==> src/rtl/hazard_unit.sv <==
// Stall/flush controller for the 5-stage MIPS pipeline: load-use, branch-after-load,
// taken-branch/jump squash and mult/div interlock. Define HAZARD_STATS_EN for stall/flush counters.
module hazard_unit #(
    parameter int MULDIV_CYCLES = 32,
    parameter int CNT_W         = 6
) (
    input  logic        clk,
    input  logic        reset,
    input  logic [4:0]  IFIDRs,
    input  logic [4:0]  IFIDRt,
    input  logic        IDUseRs,
    input  logic        IDUseRt,
    input  logic        IDBranch,
    input  logic        IDBranchTaken,
    input  logic        IDJump,
    input  logic        IDMulDiv,
    input  logic        IDHiLoRd,
    input  logic        IDEXMemRd,
    input  logic        IDEXRegWr,
    input  logic [4:0]  IDEXRd,
    input  logic        EXMEMMemRd,
    input  logic [4:0]  EXMEMRd,
    output logic        PCWrite,
    output logic        IFIDWrite,
    output logic        IFIDFlush,
    output logic        IDEXFlush,
`ifdef HAZARD_STATS_EN
    output logic [31:0] StallCnt,
    output logic [31:0] FlushCnt,
`endif
    output logic        MDBusy
);

    logic [CNT_W-1:0] md_cnt_q, md_cnt_d;
    logic             ex_match, mem_match;
    logic             load_use, br_load, md_haz;
    logic             stall, redirect;

    // $0 never matches, so a load into $0 cannot create a stall.
    always_comb begin
        ex_match  = (IDEXRd != 5'd0) &&
                    (((IDEXRd == IFIDRs) && IDUseRs) || ((IDEXRd == IFIDRt) && IDUseRt));
        mem_match = (EXMEMRd != 5'd0) &&
                    (((EXMEMRd == IFIDRs) && IDUseRs) || ((EXMEMRd == IFIDRt) && IDUseRt));
    end

    always_comb begin
        load_use = IDEXMemRd && IDEXRegWr && ex_match;
        br_load  = IDBranch && EXMEMMemRd && mem_match;
        md_haz   = (md_cnt_q != '0) && (IDHiLoRd || IDMulDiv);
        stall    = reset && (load_use || br_load || md_haz);
        redirect = reset && !stall && ((IDBranch && IDBranchTaken) || IDJump);
    end

    // Stall wins over the branch/jump squash; the squash happens in the first free cycle.
    always_comb begin
        PCWrite   = !stall;
        IFIDWrite = !stall;
        IDEXFlush = stall;
        IFIDFlush = redirect;
        MDBusy    = reset && (md_cnt_q != '0);
    end

    always_comb begin
        md_cnt_d = md_cnt_q;
        if (IDMulDiv && !stall) begin
            md_cnt_d = CNT_W'(MULDIV_CYCLES);
        end else if (md_cnt_q != '0) begin
            md_cnt_d = md_cnt_q - 1'b1;
        end
    end

    always_ff @(posedge clk) begin
        if (!reset) begin
            md_cnt_q <= '0;
        end else begin
            md_cnt_q <= md_cnt_d;
        end
    end

`ifdef HAZARD_STATS_EN
    logic [31:0] stall_cnt_q, stall_cnt_d;
    logic [31:0] flush_cnt_q, flush_cnt_d;

    always_comb begin
        stall_cnt_d = stall_cnt_q + {31'd0, stall};
        flush_cnt_d = flush_cnt_q + {31'd0, redirect};
    end

    always_ff @(posedge clk) begin
        if (!reset) begin
            stall_cnt_q <= '0;
            flush_cnt_q <= '0;
        end else begin
            stall_cnt_q <= stall_cnt_d;
            flush_cnt_q <= flush_cnt_d;
        end
    end

    assign StallCnt = stall_cnt_q;
    assign FlushCnt = flush_cnt_q;
`endif

endmodule

==> config.mk <==
export PLATFORM = sky130hd
export DESIGN_NAME = hazard_unit
export DESIGN_NICKNAME = d
export VERILOG_FILES = /design/src/rtl/hazard_unit.sv
export SDC_FILE = /design/constraint.sdc
export NUM_CORES = 1
export LEC_CHECK = 0
export BUFFER_PORTS_ARGS = -buffer_cell sky130_fd_sc_hd__buf_2
export CAP_MARGIN = 25
export CORE_AREA = 2 2 53 55
export DETAILED_ROUTE_END_ITERATION = 8
export DIE_AREA = 0 0 55 57
export HOLD_SLACK_MARGIN = 0.12
export REMOVE_ABC_BUFFERS = 1
export SYNTH_ARGS = -nofsm -noshare
export SYNTH_HDL_FRONTEND = slang
export SYNTH_SLANG_ARGS = --single-unit
==> constraint.sdc <==
create_clock -name clk -period 2.7 [get_ports clk]
set_clock_uncertainty 0.2 [all_clocks]
set_input_delay 0.135 -clock clk [delete_from_list [all_inputs] [get_ports clk]]
set_output_delay 0.135 -clock clk [all_outputs]
set_load 0.01 [all_outputs]
== After elaboration in Yosys (flattened, before gate mapping) ==
Index checks and enable logic that the tools add are counted.
Storage, ports and cells
  register bits after elaboration: 6
Cells by class
  multiplexer cells: 2
  bitwise logic cells: 1
  equality and inequality tests: 4
  $add $sub $neg: 1
  reduce and logical (&&, ||, !) cells: 29
Operator list (count)
  == test 5 bit: 4
  logical AND 1 bit: 17
  two-way mux 6 bit: 2
  nonzero test 5 bit: 2
  logical OR 1 bit: 6
  nonzero test 6 bit: 1
  subtractor 6 x 1 -> 6 bit, second input constant: 1
  nonzero test 2 bit: 1
  OR reduction 2 bit: 1
  zero test 1 bit: 1
  inverter 1 bit: 1

== Longest topological paths before layout ==
Gate-level depths: netlist of the first run.
  depth in word-level cells: 11
  gate-level depth with buffers: 9
  gate-level depth less buffers: 7

== Worst setup path after synthesis of the first run ==
No wires, ideal clock.
  path kind: register -> output
  start: register md_cnt_q[0]
  end: output PCWrite
  setup slack: 589 ps
  buffers on the path: 2
  arrival time: 1776 ps
  data required time: 2365 ps
  stages on the path, launching flop included: 10
  cells stage by stage: dfxtp_1 -> inv_1 -> ha_1 -> nor3b_1 -> and2_0 -> clkbuf_1 -> nor2_1 -> a221oi_2 -> nand2b_1 -> buf_4
On the way
  cells in the longest elaborated chain, start to end: 5
Ends and longest elaborated chain
  start: declaration: RTL line 34  | logic [CNT_W-1:0] md_cnt_q, md_cnt_d;
  start signal: assignment: RTL line 77  | md_cnt_q <= md_cnt_d;
  nonzero test 6 bit: RTL line 50  | md_haz = (md_cnt_q != '0) && (IDHiLoRd || IDMulDiv);
  logical AND 1 bit: RTL line 50
  logical OR 1 bit: RTL line 51  | stall = reset && (load_use || br_load || md_haz);
  logical AND 1 bit: RTL line 51
  zero test 1 bit
  end: declaration: RTL line 23  | output logic PCWrite,
Every way passes these cells.

== Worst setup path after layout of the first run ==
  start: register md_cnt_q[0]
  end: output IFIDFlush
On the way
  cells in the longest elaborated chain, start to end: 7
Ends and longest elaborated chain
  nonzero test 6 bit: RTL line 50
  logical AND 1 bit: RTL line 50
  logical OR 1 bit: RTL line 51
  logical AND 1 bit: RTL line 51
  zero test 1 bit: RTL line 52  | redirect = reset && !stall && ((IDBranch && IDBranchTaken) || IDJump);
  logical AND 1 bit (2 in series): RTL line 52
  end: declaration: RTL line 25  | output logic IFIDFlush,
Every way passes these cells.

==> metrics.txt, run 1 <==
worst hold slack=0.2069 ns; Reg2Reg Capture Point=md_cnt_q[0]; register name with the most flops=md_cnt_q; Worst R2R Start=md_cnt_q[0]; startpoint class of the critical path=register; iteration-0 DRC count of the detailed router=10; final hold vios=0; max reg flops=6; DRT Pass-1 Iters=4; Logic pwr share=58.3%; syn avg cell area=7.995 µm²; GR Util met2=18.54%; Yosys cell types=24; Post-DRT Antenna Nets=0; RSZ-0062 raised after global routing=false; DIE AREA=3135 µm²; sequential power share=26.5%; antenna cell count=0; worst skew pair latency=0.26 ns; CTS tree=done; FF-to-FF path depth=7; total internal power=0.3525 mW; gp weighted congestion=0.7784; Layout area overhead=43.09%; Psw=0.2357 mW; Core Util, Final=33.68%; setup bufs post-CTS=0; Worst Hold Path Cells=4; Setup TNS=0 ns; initial antenna violation count=0; Max-cap violations=0; Hold Path Class=in2reg; vias in the first global route=657; Finish-stage setup viols=0; Sw Ratio=40.07%; largest net degree at the start of global routing=8; CTS clock-pin slew for the worst setup and hold paths=0.05 ns; Setup CP Type=reg2out; R2R Setup Slk=0.45 ns; CP endpoint kind=output port; layout cell share with drive strength beyond 1=36.75%; Regs by FF count=md_cnt_q (6); # DRC=0; CP arrival=2.13 ns; CTS buffer count=3; nets=152; Cell Area, Placed=823.3 µm²; dpl hpwl=1410 µm; Hold Path Origin=EXMEMMemRd; fin. max-slew vios=0; Mapped Area=615.6 µm²; peak supply drop=0.0003452 V; # H-tree levels=1; Clock Power Share=15.2%; row count=19; GRT busiest layer=met2; Pwr Density=667.7 nW/µm²; Die Width=55 µm; Worst Max-Slew Pin Slew=0.3051 ns; status=finished clean; clk sinks=6; number of synthesized register bits=6; Starting Density=23.54%; fin crit share=91.22%; number of buffers added on ports=36; synthesized instance count=77; Critical Path Fanout Max=6; io pins=37; maximum clock frequency=0.4060 GHz; met3 capacity usage during global routing=1.832%; Syn. warnings=0; die span in y=57 µm; total global-route track usage=10.68%; cell area after layout=880.8 µm²; GR Util met1=11.00%; first-pass GRT wire length=2415 µm; Leak=0.3838 nW; Max clock buf depth=2; DR vias/cell=4.703; Worst slew margin=79.51%; grt ovf=0; via count=696; Req. time, crit path=2.37 ns; minimum clock period=2.463 ns; Core Area=2615 µm²; WL final=1735 µm; Root Buffer=clkbuf_4; Worst Hold End=md_cnt_q[1]; Routed WL per cell=11.72 µm; Seq/Total Area, Yosys=19.51%
[final cells by class]
cell class	count	area, µm²
timing repair buffer	39	210.2
tap	31	38.79
fill	282	1734
inverter	5	18.77
multi-input combinational	64	470.5
sequential	6	120.1
clock buffer	3	22.52
[power by group through the flow]
stage | Sequential, mW | Clock [mW] | Combinational [mW]
global route | 0.161 | 0.0953 | 0.385
detailed placement | 0.154 | 0 | 0.324
global placement | 0.151 | 0 | 0.321
finish | 0.156 | 0.0893 | 0.343
CTS | 0.153 | 0.0908 | 0.341
floorplan | 0.147 | 0 | 0.234
[metal layers]
metal / routed length (µm) / vias up / part of all wire, %
met5: 0 / - / 0
met4: 34 / 0 / 2.0
met3: 175 / 5 / 10
met2: 798 / 43 / 46
met1: 726 / 299 / 42
li1: - / 349 / -
[synthesized netlist by cell type, drive strengths merged]
library cell	number	share of area, %
xnor2	23	33
nand2	7	4.3
nor2	7	4.3
dfxtp	6	20
inv	5	3.0
nand4	4	4.1
nor3b	3	4.5
o22ai	3	3.0
a221oi	2	4.9
nand3	2	1.6
o311a	2	3.3
or3	2	2.0
a21oi	1	0.81
and2	1	1.0
buf	1	1.2
clkbuf	1	0.61
ha	1	2.0
nand2b	1	1.0
nor3	1	0.81
o21ai	1	0.81
o21ba	1	1.6
o32ai	1	1.4
xor2	1	1.4
[worst max-delay path: stages, from the launching register on]
cell,delay (ns)
dfxtp_1,0.32
inv_1,0.07
ha_1,0.18
nor3b_2,0.27
and2_0,0.31
nor2_1,0.11
a221oi_2,0.25
nor3b_2,0.21
buf_2,0.14
[logic make-up after synthesis]
group           after synthesis  share of synthesized area, %
flops                         6                         19.51
xor+xnor                     24                         34.15
buf+inv                       7                         4.878
simple gates                 28                         23.58
fa+ha+maj                     1                         2.032
compound gates               11                         15.85
[placed cells by master (no fill, tap or decap)]
cell	count
xor2_1	1
nand2b_1	1
o22ai_1	3
dlygate4sd3_1	3
xnor2_1	23
ha_1	1
and2_0	1
a21oi_1	1
nand2_1	7
o21ba_1	1
nor3_1	1
nor3b_1	1
nand4_1	4
buf_2	36
clkbuf_4	3
o311a_1	2
or3_1	2
nor2_1	7
o21ai_0	1
nor3b_2	2
dfxtp_1	6
inv_1	5
o32ai_1	1
a221oi_2	2
nand3_1	2
[worst max path at each step]
| stage | from | end | slack [ns] |
|---|---|---|---|
| finish | md_cnt_q[0] | IFIDFlush | 0.24 |
| global placement | md_cnt_q[0] | IFIDFlush | 0.52 |
| floorplan | md_cnt_q[0] | IFIDFlush | 0.71 |
| global route | md_cnt_q[0] | IFIDFlush | 0.01 |
| detailed placement | md_cnt_q[0] | IFIDFlush | 0.41 |
| CTS | md_cnt_q[0] | IFIDFlush | 0.11 |
[repair_timing]
action / in CTS / in global routing
hold buffers: 3 / 0
hold endpoints to repair: 6 / 0
resized for setup: 0 / 1
setup endpoints to repair: 0 / 3
[metrics by stage]
stage / cells / worst slack [ns] / total power, mW
after floorplan: 75 / 0.7106 / 0.3810
after global placement: 142 / 0.5164 / 0.4718
after detailed placement: 142 / 0.4066 / 0.4782
after CTS: 148 / 0.1077 / 0.5843
after global routing: 148 / 0.01438 / 0.6410
final: 148 / 0.2371 / 0.5882
Power figures use the tool's default switching activity.
==> run 2: changes to the inputs <==
- CTS_BUF_LIST: not set -> sky130_fd_sc_hd__clkbuf_8
==> metrics.txt, run 2 (same netlist as run 1, synthesis figures left out) <==
layout cell share with drive strength beyond 1=37.07%; largest net degree at the start of global routing=8; startpoint class of the critical path=register; peak supply drop=0.0003862 V; # H-tree levels=1; Met2 Wirelength=795 µm; fin. max-slew vios=0; critical path depth=8; total internal power=0.3894 mW; Top Layer Used=met4; DR vias/cell=4.619; Root Buffer=clkbuf_8; CP arrival=2.10 ns; antenna cell count=0; Max clock buf depth=2; Reg2Reg Capture Point=md_cnt_q[5]; Worst Setup EP=IFIDFlush; R2R Setup Slk=0.94 ns; Regs by FF count=md_cnt_q (6); initial antenna violation count=0; metal3 WL=165 µm; gp weighted congestion=0.7784; Hold Path Origin=EXMEMMemRd; sequential power share=24.8%; DIE AREA=3135 µm²; FF-to-FF path depth=6; CP endpoint kind=output port; die span in y=57 µm; number of buffers added on ports=36; max reg flops=6; CP startpoint=md_cnt_q[0]; total global-route track usage=10.83%; via count=679; PnR worst setup slack=0.2615 ns; DRT Pass-1 Iters=4; Core Area=2615 µm²; Max-cap violations=0; grt ovf=0; register name with the most flops=md_cnt_q; maximum clock frequency=0.4101 GHz; Setup TNS=0 ns; worst-path cell chain=inv_1, ha_1, nor3b_2, and2_0, nor2_1, a221oi_2, nor3b_2, buf_2; first-pass GRT wire length=2387 µm; Critical Path Fanout Max=6; most frequent cells in the layout=36 x buf_2, 23 x xnor2_1, 7 x nand2_1, 7 x nor2_1, 6 x dfxtp_1; Critical Path Max Stage Delay=0.32 ns; nets=151; crit-path leading delay family=simple AND/OR/NAND/NOR gates; row count=19; vias in the first global route=629; Layout area overhead=44.51%; io pins=37; # DRC=0; Worst Max-Slew Pin Slew=0.3066 ns; status=finished clean; Logic pwr share=52.9%; CTS clock-pin slew for the worst setup and hold paths=0.04 ns; CTS buffer count=3; Psw=0.2367 mW; minimum clock period=2.439 ns; wl on met1=718 µm; Routed WL per cell=11.72 µm; Slowest cell on crit path=and2_0; most common cell after layout, fill and taps aside=buf_2; Leak=0.3862 nW; # fillers=285; worst slack at placement=0.4066 ns; CP Buf/Inv Count=2; worst skew pair latency=0.23 ns; fin crit share=90.32%; RSZ-0062 raised after global routing=false; Req. time, crit path=2.37 ns; Worst R2R Start=md_cnt_q[0]; final hold vios=0; Post-DRT Antenna Nets=0; Die Width=55 µm; Hold Path Class=in2reg; Starting Density=23.54%; Worst slew margin=79.40%; Clock Power Share=22.3%; Finish-stage setup viols=0; iteration-0 DRC count of the detailed router=4; clk sinks=6; Sw Ratio=37.80%; WL final=1723 µm; Setup CP Type=reg2out; CTS tree=done; Pwr Density=703.8 nW/µm²; crit-path most repeated cell=nor3b_2; dpl hpwl=1410 µm
[run 2: cell count changes in the layout (fill, tap and decap cells not counted), sizes merged]
cell,change
dlygate4sd3,-1
[run 2: what timing repair did]
item / 4_1_cts / 5_1_grt
hold buffers: 2 / 0
endpoints found under the hold margin: 6 / 0
buffers inserted: 0 / 0
resized for setup: 0 / 1
endpoints found under the setup margin: 0 / 3
[run 2: per-layer routing]
metal / vias to the layer above / global-route usage (%)
li1: 346 / -
met1: 293 / 10.84
met2: 36 / 18.88
met3: 4 / 1.832
met4: 0 / 8.362
met5: - / 0
[run 2: worst min-delay path by stage]
stage / to / slack, ns / cells after the start
floorplan: md_cnt_q[0] / 0.09 / 2
global placement: md_cnt_q[0] / 0.27 / 3
global route: md_cnt_q[1] / 0.28 / 4
detailed placement: md_cnt_q[0] / 0.28 / 3
CTS: md_cnt_q[1] / 0.25 / 4
finish: md_cnt_q[1] / 0.24 / 4
[run 2: final cells by class]
cell class / count / area [µm²] / area share [%]
Multi-Input combinational cell: 64 / 470.5 / 52.88
Inverter: 5 / 18.77 / 2.110
Timing Repair Buffer: 38 / 200.2 / 22.50
Clock buffer: 3 / 41.29 / 4.641
Tap cell: 31 / 38.79 / 4.360
Sequential cell: 6 / 120.1 / 13.50
[run 2: worst register-to-register path: stages (launching register included)]
cell and delay (ns):
dfxtp_1 0.31, inv_1 0.08, ha_1 0.19, nor3b_2 0.27, and2_0 0.32, o21ai_0 0.13
o21ba_1 0.21
[run 2: through the flow]
stage	instances	hold WS [ns]	total power, mW	utilization, %	area [µm²]
after floorplan	75	0.09215	0.3810	-	604.3
after global placement	142	0.2680	0.4718	31.48	823.3
after CTS	147	0.2468	0.6232	33.83	884.6
after detailed placement	142	0.2820	0.4782	31.48	823.3
final	147	0.2383	0.6261	34.02	889.6
after global routing	147	0.2807	0.6806	34.02	889.6
[run 2: power by group through the flow]
stage	clock network (mW)	logic, mW	registers, mW
2_1_floorplan	0	0.234	0.147
3_3_place_gp	0	0.321	0.151
3_5_place_dp	0	0.324	0.154
4_1_cts	0.141	0.329	0.153
5_1_grt	0.145	0.374	0.161
6_report	0.140	0.331	0.155
==> run 3: changes to the inputs <==
==> constraint.sdc (replaced) <==
create_clock -name clk -period 2.7 [get_ports clk]
set_clock_uncertainty 0.2 [all_clocks]
set_input_delay 0.27 -clock clk [delete_from_list [all_inputs] [get_ports clk]]
set_output_delay 0.27 -clock clk [all_outputs]
set_load 0.01 [all_outputs]
==> metrics.txt, run 3 (same netlist as run 1, synthesis figures left out) <==
Finish-stage setup viols=0; Layout area overhead=41.26%; # fillers=289; antenna cell count=0; Req. time, crit path=2.23 ns; CP endpoint kind=output port; Core Util, Final=33.25%; layout cell share with drive strength beyond 1=37.72%; Hold Path Class=in2reg; dpl hpwl=1442 µm; Reg2Reg Capture Point=md_cnt_q[5]; first-pass GRT wire length=2559 µm; die span in y=57 µm; DRT Pass-1 Iters=4; total global-route track usage=11.21%; Starting Density=23.54%; DR vias/cell=4.614; CTS tree=done; Leak=0.3786 nW; Worst Setup EP=IFIDFlush; status=finished clean; Max clock buf depth=2; max reg flops=6; clk sinks=6; register name with the most flops=md_cnt_q; iteration-0 DRC count of the detailed router=6; R2R Setup Slk=0.98 ns; worst skew pair latency=0.23 ns; CP arrival=1.98 ns; peak supply drop=0.0004657 V; vias in the first global route=687; DIE AREA=3135 µm²; final hold vios=0; maximum clock frequency=0.4078 GHz; Die Width=55 µm; Setup TNS=0 ns; nets=149; Worst slew margin=79.75%; Worst R2R Start=md_cnt_q[0]; # H-tree levels=1; most common cell after layout, fill and taps aside=buf_2; initial antenna violation count=0; WL final=1712 µm; Core Area=2615 µm²; Setup CP Type=reg2out; CP startpoint=md_cnt_q[0]; minimum clock period=2.452 ns; grt ovf=0; FF-to-FF path depth=6; CTS buffer count=3; fin crit share=90.82%; RSZ-0062 raised after global routing=false; startpoint class of the critical path=register; most frequent cells in the layout=36 x buf_2, 23 x xnor2_1, 7 x nand2_1, 7 x nor2_1, 6 x dfxtp_1; gp weighted congestion=0.8018; CTS Hold Bufs=0; Regs by FF count=md_cnt_q (6); Routed WL per cell=11.81 µm; Pwr Density=718.3 nW/µm²; Max-cap violations=0; CTS clock-pin slew for the worst setup and hold paths=0.04 ns; Post-DRT Antenna Nets=0; row count=19; number of buffers added on ports=36; Root Buffer=clkbuf_8; # DRC=0; fin. max-slew vios=0; largest net degree at the start of global routing=8; Worst Max-Slew Pin Slew=0.3038 ns; via count=669; io pins=37; Critical Path Fanout Max=6
## run 3: cell count changes in the layout (fill, tap and decap cells not counted)
cell,change
dlygate4sd3_1,-2
and2_1,+1
and2_0,-1
## run 3: metal layers
metal  GRT usage, %  share of wire (%)  vias up
met5              0                  0        -
met3          1.571                9.9        3
met2          20.24                 45       35
met1          11.85                 44      290
li1               -                  -      341
met4          6.272                1.7        0
## run 3: how the worst min path moves through the flow
stage	from	to	slack [ns]	cells after the start
2_1_floorplan	reset	md_cnt_q[0]	0.23	2
3_3_place_gp	md_cnt_q[1]	md_cnt_q[1]	0.28	2
3_5_place_dp	md_cnt_q[0]	md_cnt_q[0]	0.30	2
4_1_cts	reset	md_cnt_q[0]	0.16	3
5_1_grt	reset	md_cnt_q[1]	0.21	3
6_report	reset	md_cnt_q[0]	0.17	3
## run 3: final cells by class
class	instances	area [µm²]	share of cell area, %
clock buffers	3	41.29	4.748
repair buffers	36	180.2	20.72
flip-flops and latches	6	120.1	13.81
well taps	31	38.79	4.460
inverters	5	18.77	2.158
multi-input cells	64	470.5	54.10
## run 3: timing repair
item	CTS	global route
resized for setup	0	2
buffers inserted	0	0
setup endpoints to repair	0	4
## run 3: metrics by stage
step           instance area, µm²  hold WS [ns]  power (mW)  cells  worst slack (ns)
2_1_floorplan               604.3        0.2271      0.3810     75            0.5756
3_3_place_gp                823.3        0.2816      0.4721    142            0.3913
3_5_place_dp                823.3        0.2953      0.4785    142            0.3111
4_1_cts                     864.6        0.1599      0.6221    145           0.05375
5_1_grt                     869.6        0.2091      0.6885    145          0.005710
6_report                    869.6        0.1688      0.6247    145            0.2479
## run 3: report_power, final
group	switching (mW)	total [mW]	internal, mW
registers	0.0291	0.154	0.125
logic	0.166	0.333	0.167
clock network	0.0411	0.137	0.0960
total	0.236	0.625	0.389
## run 3: critical path, cell delays in order, from the launching register on
cell and delay (ns):
dfxtp_1 0.32, inv_1 0.08, ha_1 0.18, nor3b_2 0.25, and2_1 0.27, nor2_1 0.09, a221oi_2 0.23, nor3b_2 0.20
buf_2 0.14
